`src/rtl/iter_shift_unit_if.sv`:
```
// Request/response bundle for the iterative shift engine.
// Handshake: start is honoured on a rising edge only when busy is low; done is a
// one-cycle pulse and result stays valid until the next accepted request completes.
interface iter_shift_unit_if #(
    parameter int WIDTH   = 32,
    parameter int SHAMT_W = 5
);
    logic               start;
    logic [2:0]         op;
    logic [WIDTH-1:0]   data_in;
    logic [SHAMT_W-1:0] shamt;
    logic               busy;
    logic               done;
    logic [WIDTH-1:0]   result;

    modport master (
        output start, op, data_in, shamt,
        input  busy, done, result
    );

    modport slave (
        input  start, op, data_in, shamt,
        output busy, done, result
    );
endinterface

```
`src/rtl/iter_shift_unit.sv`:
```
// Multi-cycle shift/rotate engine: consumes up to three bit positions per cycle
// and pulses done with the final value; result is only written on entry to DONE.
module iter_shift_unit #(
    parameter int WIDTH   = 32,
    parameter int SHAMT_W = 5
) (
    input  logic              clk,
    input  logic              rst,
    iter_shift_unit_if.slave  bus,
    output logic [1:0]        dbg_state_o
);

    localparam logic [1:0] ST_IDLE  = 2'd0;
    localparam logic [1:0] ST_SHIFT = 2'd1;
    localparam logic [1:0] ST_DONE  = 2'd2;

    localparam logic [2:0] OP_SLL  = 3'b000;
    localparam logic [2:0] OP_SRL  = 3'b001;
    localparam logic [2:0] OP_SRA  = 3'b010;
    localparam logic [2:0] OP_ROTL = 3'b011;
    localparam logic [2:0] OP_ROTR = 3'b100;

    logic [1:0]         state_q, state_d;
    logic [2:0]         op_q, op_d;
    logic [WIDTH-1:0]   wr_q, wr_d;
    logic [SHAMT_W-1:0] rem_q, rem_d;
    logic [WIDTH-1:0]   result_q, result_d;

    logic               accept;
    logic               is_pass;
    logic [1:0]         step;
    logic [SHAMT_W-1:0] rem_next;
    logic [WIDTH-1:0]   wr_shifted;

    // Rotates go through a doubled copy so any step (including 0) needs no special case.
    function automatic logic [WIDTH-1:0] shift_by(input logic [2:0]       op_f,
                                                  input logic [WIDTH-1:0] val,
                                                  input logic [1:0]       amt);
        logic [2*WIDTH-1:0]       dbl;
        logic signed [WIDTH-1:0]  sra_v;
        logic [WIDTH-1:0]         res;
        dbl   = {val, val};
        sra_v = $signed(val) >>> amt;
        res   = val;
        case (op_f)
            OP_SLL:  res = val << amt;
            OP_SRL:  res = val >> amt;
            OP_SRA:  res = sra_v;
            OP_ROTL: begin
                dbl = dbl << amt;
                res = dbl[2*WIDTH-1 -: WIDTH];
            end
            OP_ROTR: begin
                dbl = dbl >> amt;
                res = dbl[WIDTH-1:0];
            end
            default: res = val;
        endcase
        return res;
    endfunction

    assign accept  = bus.start && (state_q != ST_SHIFT);
    assign is_pass = (bus.op > OP_ROTR);

    always_comb begin
        step = 2'd3;
        if (rem_q < SHAMT_W'(3)) begin
            step = rem_q[1:0];
        end
    end

    assign rem_next   = rem_q - SHAMT_W'(step);
    assign wr_shifted = shift_by(op_q, wr_q, step);

    always_comb begin
        state_d  = state_q;
        op_d     = op_q;
        wr_d     = wr_q;
        rem_d    = rem_q;
        result_d = result_q;
        case (state_q)
            ST_SHIFT: begin
                wr_d  = wr_shifted;
                rem_d = rem_next;
                if (rem_next == '0) begin
                    state_d  = ST_DONE;
                    result_d = wr_shifted;
                end
            end
            ST_DONE: begin
                state_d = ST_IDLE;
            end
            default: begin
                state_d = ST_IDLE;
            end
        endcase
        // A request accepted from IDLE or DONE overrides the default transition.
        if (accept) begin
            op_d  = bus.op;
            wr_d  = bus.data_in;
            rem_d = bus.shamt;
            if (bus.shamt == '0 || is_pass) begin
                state_d  = ST_DONE;
                result_d = bus.data_in;
            end else begin
                state_d = ST_SHIFT;
            end
        end
    end

    always_ff @(posedge clk) begin
        if (rst) begin
            state_q  <= ST_IDLE;
            op_q     <= '0;
            wr_q     <= '0;
            rem_q    <= '0;
            result_q <= '0;
        end else begin
            state_q  <= state_d;
            op_q     <= op_d;
            wr_q     <= wr_d;
            rem_q    <= rem_d;
            result_q <= result_d;
        end
    end

    assign bus.busy    = (state_q == ST_SHIFT);
    assign bus.done    = (state_q == ST_DONE);
    assign bus.result  = result_q;
    assign dbg_state_o = state_q;

endmodule

```
`src/flat_wrapper.sv`:
```
// flat-port wrapper written by rule: the top's interface ports become plain ports
module iter_shift_unit_flat 
#(
    parameter int WIDTH   = 32,
    parameter int SHAMT_W = 5
)
  (clk, rst, dbg_state_o, bus_start, bus_op, bus_data_in, bus_shamt, bus_busy, bus_done, bus_result);
  iter_shift_unit_if #(.WIDTH(WIDTH), .SHAMT_W(SHAMT_W)) bus_i ();
  input  logic clk;
  input  logic rst;
  output logic [1:0] dbg_state_o;
  input wire logic [$bits(bus_i.start)-1:0] bus_start;
  input wire logic [$bits(bus_i.op)-1:0] bus_op;
  input wire logic [$bits(bus_i.data_in)-1:0] bus_data_in;
  input wire logic [$bits(bus_i.shamt)-1:0] bus_shamt;
  output wire logic [$bits(bus_i.busy)-1:0] bus_busy;
  output wire logic [$bits(bus_i.done)-1:0] bus_done;
  output wire logic [$bits(bus_i.result)-1:0] bus_result;
  assign bus_i.start = bus_start;
  assign bus_i.op = bus_op;
  assign bus_i.data_in = bus_data_in;
  assign bus_i.shamt = bus_shamt;
  assign bus_busy = bus_i.busy;
  assign bus_done = bus_i.done;
  assign bus_result = bus_i.result;
  iter_shift_unit #(.WIDTH(WIDTH), .SHAMT_W(SHAMT_W)) u_core (.clk(clk), .rst(rst), .bus(bus_i), .dbg_state_o(dbg_state_o));
endmodule
```
`config.mk`:
```
export PLATFORM = sky130hd
export DESIGN_NAME = iter_shift_unit_flat
export DESIGN_NICKNAME = d
export VERILOG_FILES = /design/src/rtl/iter_shift_unit_if.sv /design/src/rtl/iter_shift_unit.sv /design/src/flat_wrapper.sv
export SDC_FILE = /design/constraint.sdc
export NUM_CORES = 1
export LEC_CHECK = 0
export CAP_MARGIN = 30
export CORE_ASPECT_RATIO = 0.8
export CORE_MARGIN = 3
export CORE_UTILIZATION = 30
export DETAILED_ROUTE_END_ITERATION = 8
export PLACE_DENSITY_LB_ADDON = 0.05
export SLEW_MARGIN = 0
export SYNTH_ARGS = -nofsm -noshare
export SYNTH_HDL_FRONTEND = slang
export SYNTH_SLANG_ARGS = --single-unit
```
`constraint.sdc`:
```
create_clock -name clk -period 3.8 [get_ports clk]
set_input_delay 0.57 -clock clk [delete_from_list [all_inputs] [get_ports clk]]
set_output_delay 0.57 -clock clk [all_outputs]
set_load 0.005 [all_outputs]
```
==> metrics, run 1 <==
Fin. Hold Viols 0; DRT Pass-1 Iters 5; Syn Std Cell Area 0.00563 mm²; TritonCTS clock tree built; Reg2Reg Launch Point u_core.rem_q[3]; syn nets 785; setup bufs post-CTS 0; PnR worst setup slack 0.387 ns; Fin Hold WS 0.496 ns; post-cts resize count 0; post-DP HPWL 16700 µm; drt total wl 24200 µm; clock-pin slew on the worst setup and hold paths 0.06 ns; die area 0.0204 mm²; Total GRT Usage 23.2%; crit path kind reg2reg; Tot Pwr 3.42 mW; Num Clock Sinks 74; Post-synth top flop dfxtp_1; DRT iter0 DRCs 496; Top Ports 79; Final Core Density 37.8%; Startpoint Class flip-flop; H-tree depth 3; Post-Syn Area per Cell 7.61 µm²; maximum clock path buffer count 2; Distinct cells, synth 75; kind of end point of the critical path flip-flop; Hold Crit Endpoint u_core.bus.result[22]; ys async rst share 0%; clock root cell clkbuf_16; CP required 4.01 ns; Slew Limit Headroom 41.8%; die span in y 129 µm; Routed Antenna Nets 0; commonest non-fill, non-tap cell in the layout clkdlybuf4s50_1; DR vias 6260; post-synthesis sequential area ratio 26.3%; Post-Synthesis Cells 740; CP Data Arrival Time 3.62 ns; final setup violation count 0; Layout area overhead 22.8%; VDD IR-drop max 218 µV; Worst Hold Depth 2; Final min period 3.41 ns; vias in the first global route 6014; Synth Warn # 0; setup TNS 0 ns; Pleak 2.39 nW; hold_buf cts 0; fill count 1927; total CTS buffers 9; initial antenna violation count 0; Reg2Reg Depth 10; RSZ-0062 raised after global routing false; Clock Skews 0.00634 ns; EDFF count, synth 0; Slew @ Worst Pin 0.873 ns; port bufs 78; Initial Util 30.8%; # DRC 0; dpl ws 0.436 ns; nets 811; core footprint 0.0183 mm²; status completed; clock latency on the worst-skew pair 0.35 ns; Routed wire per std cell 23.6 µm; Max Slew Vio Count 0; CP Max Fanout 33; RR Endpoint u_core.bus.result[15]; Hold WC Path Type reg2reg; largest net degree at the start of global routing 57; Die Span X 159 µm; reg2reg setup slack 0.39 ns; Hold Startpoint u_core.bus.result[22]; Tcrit/Tclk final 89.8%; Fmax 293 MHz; RePlAce Congestion 0.912; max-cap viol count 0; ANT cells 0; layout cells sized above 1 10.8%; Yosys reg bits 74; row cnt 44; first-pass GRT wire length 37300 µm; Power Density 495 mW/mm²; grt ovf 0; most frequent cells in the layout clkdlybuf4s50_1 (76), a21oi_1 (75), dfxtp_1 (74), nand2_1 (64), o21ai_0 (46); drt via density 6.12
==> logic make-up after synthesis <==
group | Yosys count | synth area share [%]
AO/OA/AOI/OAI | 315 | 37.8
XOR/XNOR | 3 | 0.467
adder cells (fa/ha/maj) | 2 | 0.445
buffers and inverters | 107 | 7.94
flip-flops | 74 | 26.3
multiplexers | 50 | 10.2
AND/OR/NAND/NOR | 189 | 16.9
==> sequential cells by signal, indices dropped and copies added (netlist names) <==
register,count
u_core.wr_q,32
u_core.op_q,3
u_core.rem_q,5
u_core.bus.result,32
u_core.dbg_state_o,2
==> through the flow <==
| stage | instances | cell area (µm²) |
|---|---|---|
| 5_1_grt | 1023 | 6910 |
| 2_1_floorplan | 740 | 5630 |
| 3_5_place_dp | 1008 | 6570 |
| 3_3_place_gp | 1007 | 6550 |
| 4_1_cts | 1023 | 6910 |
| 6_report | 1023 | 6910 |
==> where the power goes <==
part	total [mW]	internal (mW)	switching (mW)
clock network	1.01	0.655	0.353
registers	1.01	0.854	0.160
logic	1.40	0.561	0.837
==> critical path: stages, from the launching register on <==
cell,delay (ns)
dfxtp_1,0.79
or3_1,0.52
nand2_1,0.18
ha_1,0.29
xnor2_1,0.14
nor4b_1,0.34
and2_1,0.32
nor2_2,0.04
buf_4,0.27
a221oi_2,0.31
nor2_1,0.06
==> how the worst max path moves through the flow <==
stage | startpoint | end | slack, ns | depth (start not counted)
2_1_floorplan | u_core.rem_q[2] | u_core.bus.result[30] | 1.11 | 13
5_1_grt | u_core.rem_q[3] | u_core.bus.result[27] | 0.07 | 10
6_report | u_core.rem_q[3] | u_core.bus.result[15] | 0.39 | 10
3_3_place_gp | u_core.rem_q[3] | u_core.bus.result[15] | 0.47 | 10
3_5_place_dp | u_core.rem_q[3] | u_core.bus.result[15] | 0.44 | 10
4_1_cts | u_core.rem_q[3] | u_core.bus.result[15] | 0.43 | 10
==> area by class of cell <==
cell class	count	area (µm²)	area share, %
Multi-Input combinational cell	559	3720	53.8
Sequential cell	74	1480	21.4
Timing Repair Buffer	107	996	14.4
Tap cell	253	317	4.58
Clock buffer	10	239	3.46
Clock inverter	5	103	1.48
Inverter	15	56.3	0.815
==> layer usage <==
metal	routed length, µm	track usage [%]	up-vias
li1	-	-	2896
met1	12100	33.9	3069
met2	10100	35.0	266
met3	1540	4.22	29
met4	478	6.79	0
met5	0	0	-
==> synthesized netlist by cell type (3+ instances only) <==
cell type   n  area [µm²]
a211oi_1   37         278
nor4_1      6        37.5
o32ai_1     3        26.3
o211ai_1    7        52.6
o22ai_1    30         188
and2_1      9        56.3
mux2_2     17         191
a22oi_1    31         233
o21ai_0    46         230
a221oi_1    9        78.8
nand2b_1    9        56.3
buf_1       5        18.8
nand3_1    10        50.1
a32oi_1     4        35.0
o2111ai_1   3        26.3
clkbuf_1   68         255
mux4_2      4        90.1
o221ai_1   16         140
nand2_1    64         240
a21oi_1    75         375
a31oi_1     9        56.3
dfxtp_1    74        1480
nor2_1     36         135
buf_2      14        70.1
buf_6       3        33.8
a22o_1      4        35.0
or3_1       9        56.3
inv_1      13        48.8
nor3_1     20         100
nor2b_1     9        56.3
a21o_1      6        45.0
mux2i_1    29         290
Power figures use the tool's default switching activity.
==> inputs of run 2 (changes only) <==
--- a/config.mk
+++ b/config.mk
@@ -8,7 +8,8 @@
 export CAP_MARGIN = 30
 export CORE_ASPECT_RATIO = 0.8
-export CORE_MARGIN = 3
+export CORE_MARGIN = 4
 export CORE_UTILIZATION = 30
 export DETAILED_ROUTE_END_ITERATION = 8
+export DONT_BUFFER_PORTS = 1
 export PLACE_DENSITY_LB_ADDON = 0.05
 export SLEW_MARGIN = 0
==> constraint.sdc (replaced) <==
create_clock -name clk -period 3.8 [get_ports clk]
set_input_delay 0.57 -clock clk [delete_from_list [all_inputs] [get_ports clk]]
set_output_delay 0.57 -clock clk [all_outputs]
set_load 0.05 [all_outputs]
==> metrics, run 2 (synthesis results as in run 1) <==
RePlAce Congestion 0.890; die span in y 131 µm; # DRC 0; Clock Skews 0.00777 ns; DRT Pass-1 Iters 5; commonest non-fill, non-tap cell in the layout a21oi_1; largest net degree at the start of global routing 58; crit path kind reg2reg; DR vias 5861; clock root cell clkbuf_16; final setup violation count 0; Top Ports 79; Crit-path slowest cell nor2_4; post-cts resize count 0; busiest metal layer after global routing met1; Hold WC Path Type in2reg; fill count 1996; post-DP HPWL 15900 µm; grt ovf 0; Final min period 3.07 ns; Fin. Hold Viols 0; die area 0.0210 mm²; Worst Path Buf+Inv 0; total CTS buffers 9; met1 usage 32.8%; Pleak 2.07 nW; Fmax 325 MHz; H-tree depth 3; RSZ-0062 raised after global routing false; first-pass GRT wire length 35500 µm; hold_buf cts 0; clock-pin slew on the worst setup and hold paths 0.06 ns; GRT met3 Usage 5.21%; CP Max Fanout 33; initial antenna violation count 0; Num Clock Sinks 74; Layout area overhead 7.67%; Total GRT Usage 21.6%; clock latency on the worst-skew pair 0.35 ns; met2 usage 30.3%; Power Density 535 mW/mm²; CP delay by family, top simple AND/OR/NAND/NOR gates; CP required 4.07 ns; Die Span X 161 µm; Slew @ Worst Pin 0.978 ns; row cnt 44; Slew Limit Headroom 34.8%; DRT iter0 DRCs 759; VDD IR-drop max 212 µV; port bufs 0; CP Cell Sequence or3_1 > nand2_1 > ha_1 > xnor2_1 > nor4b_1 > and2_1 > nor2_4 > a22oi_1 > o21ai_0; Tcrit/Tclk final 80.9%; kind of end point of the critical path flip-flop; layout cells sized above 1 11.3%; drt via density 6.23; TritonCTS clock tree built; Crit path largest cell delay 0.73 ns; nets 729; drt total wl 23100 µm; setup TNS 0 ns; vias in the first global route 5484; Placed Instances 926; status completed; CP Data Arrival Time 3.34 ns; core footprint 0.0183 mm²; most frequent cells in the layout a21oi_1 (75), dfxtp_1 (74), nand2_1 (64), o21ai_0 (46), a211oi_1 (37); max-cap viol count 0; Initial Util 30.8%; Post-Layout Cell Count 941; maximum clock path buffer count 2; Routed wire per std cell 24.5 µm; ANT cells 0; Max Slew Vio Count 0; Startpoint Class flip-flop; Routed Antenna Nets 0; setup bufs post-CTS 0
## run 2: changes by cell type in the layout (fill, tap and decap cells not counted), sizes merged
cell,change
clkinvlp,+1
bufinv,-2
inv,+1
clkdlybuf4s50,-76
buf,-6
## run 2: final timing paths
path	startpoint	end	slack (ns)	depth (start not counted)
worst max-delay path	u_core.rem_q[2]	u_core.bus.result[0]	0.73	9
worst min-delay path	rst	u_core.bus.result[10]	0.29	1
worst max register to register	u_core.rem_q[2]	u_core.bus.result[0]	0.73	9
worst min register to register	u_core.wr_q[19]	u_core.wr_q[19]	0.66	2
## run 2: worst reg2reg max path: cells and delay by family (launching register included)
| kind | cells | cell delay, ns |
|---|---|---|
| fa+ha+maj | 1 | 0.26 |
| compound gates | 2 | 0.37 |
| xor+xnor | 1 | 0.17 |
| simple gates | 5 | 1.60 |
| flops | 1 | 0.60 |
## run 2: area by class of cell
type	instances	area [µm²]	share of cell area, %
clock inverters	5	55.1	0.909
repair buffers	25	188	3.10
well taps	253	317	5.22
multi-input cells	559	3720	61.4
clock buffers	10	239	3.94
inverters	15	56.3	0.929
flip-flops and latches	74	1480	24.4
## run 2: report_power, final
group          switching, mW  internal, mW
combinational          0.784         0.473
clock                  0.361         0.521
sequential             0.249         0.854
## run 2: routing by layer
metal / share of wire, % / up-vias
li1: - / 2729
met1: 49 / 2844
met2: 41 / 259
met3: 8.9 / 29
met4: 1.5 / 0
met5: 0 / -
## run 2: per-stage QoR
step	hold slack (ns)	worst slack, ns	power, mW	utilization [%]	cell area, µm²
after floorplan	0.571	1.11	1.99	-	5630
after global routing	0.269	0.420	3.43	33.2	6060
after CTS	0.277	0.715	3.26	33.2	6060
final	0.288	0.726	3.24	33.2	6060
after global placement	0.626	0.821	2.36	31.5	5770
after detailed placement	0.640	0.734	2.35	31.5	5770
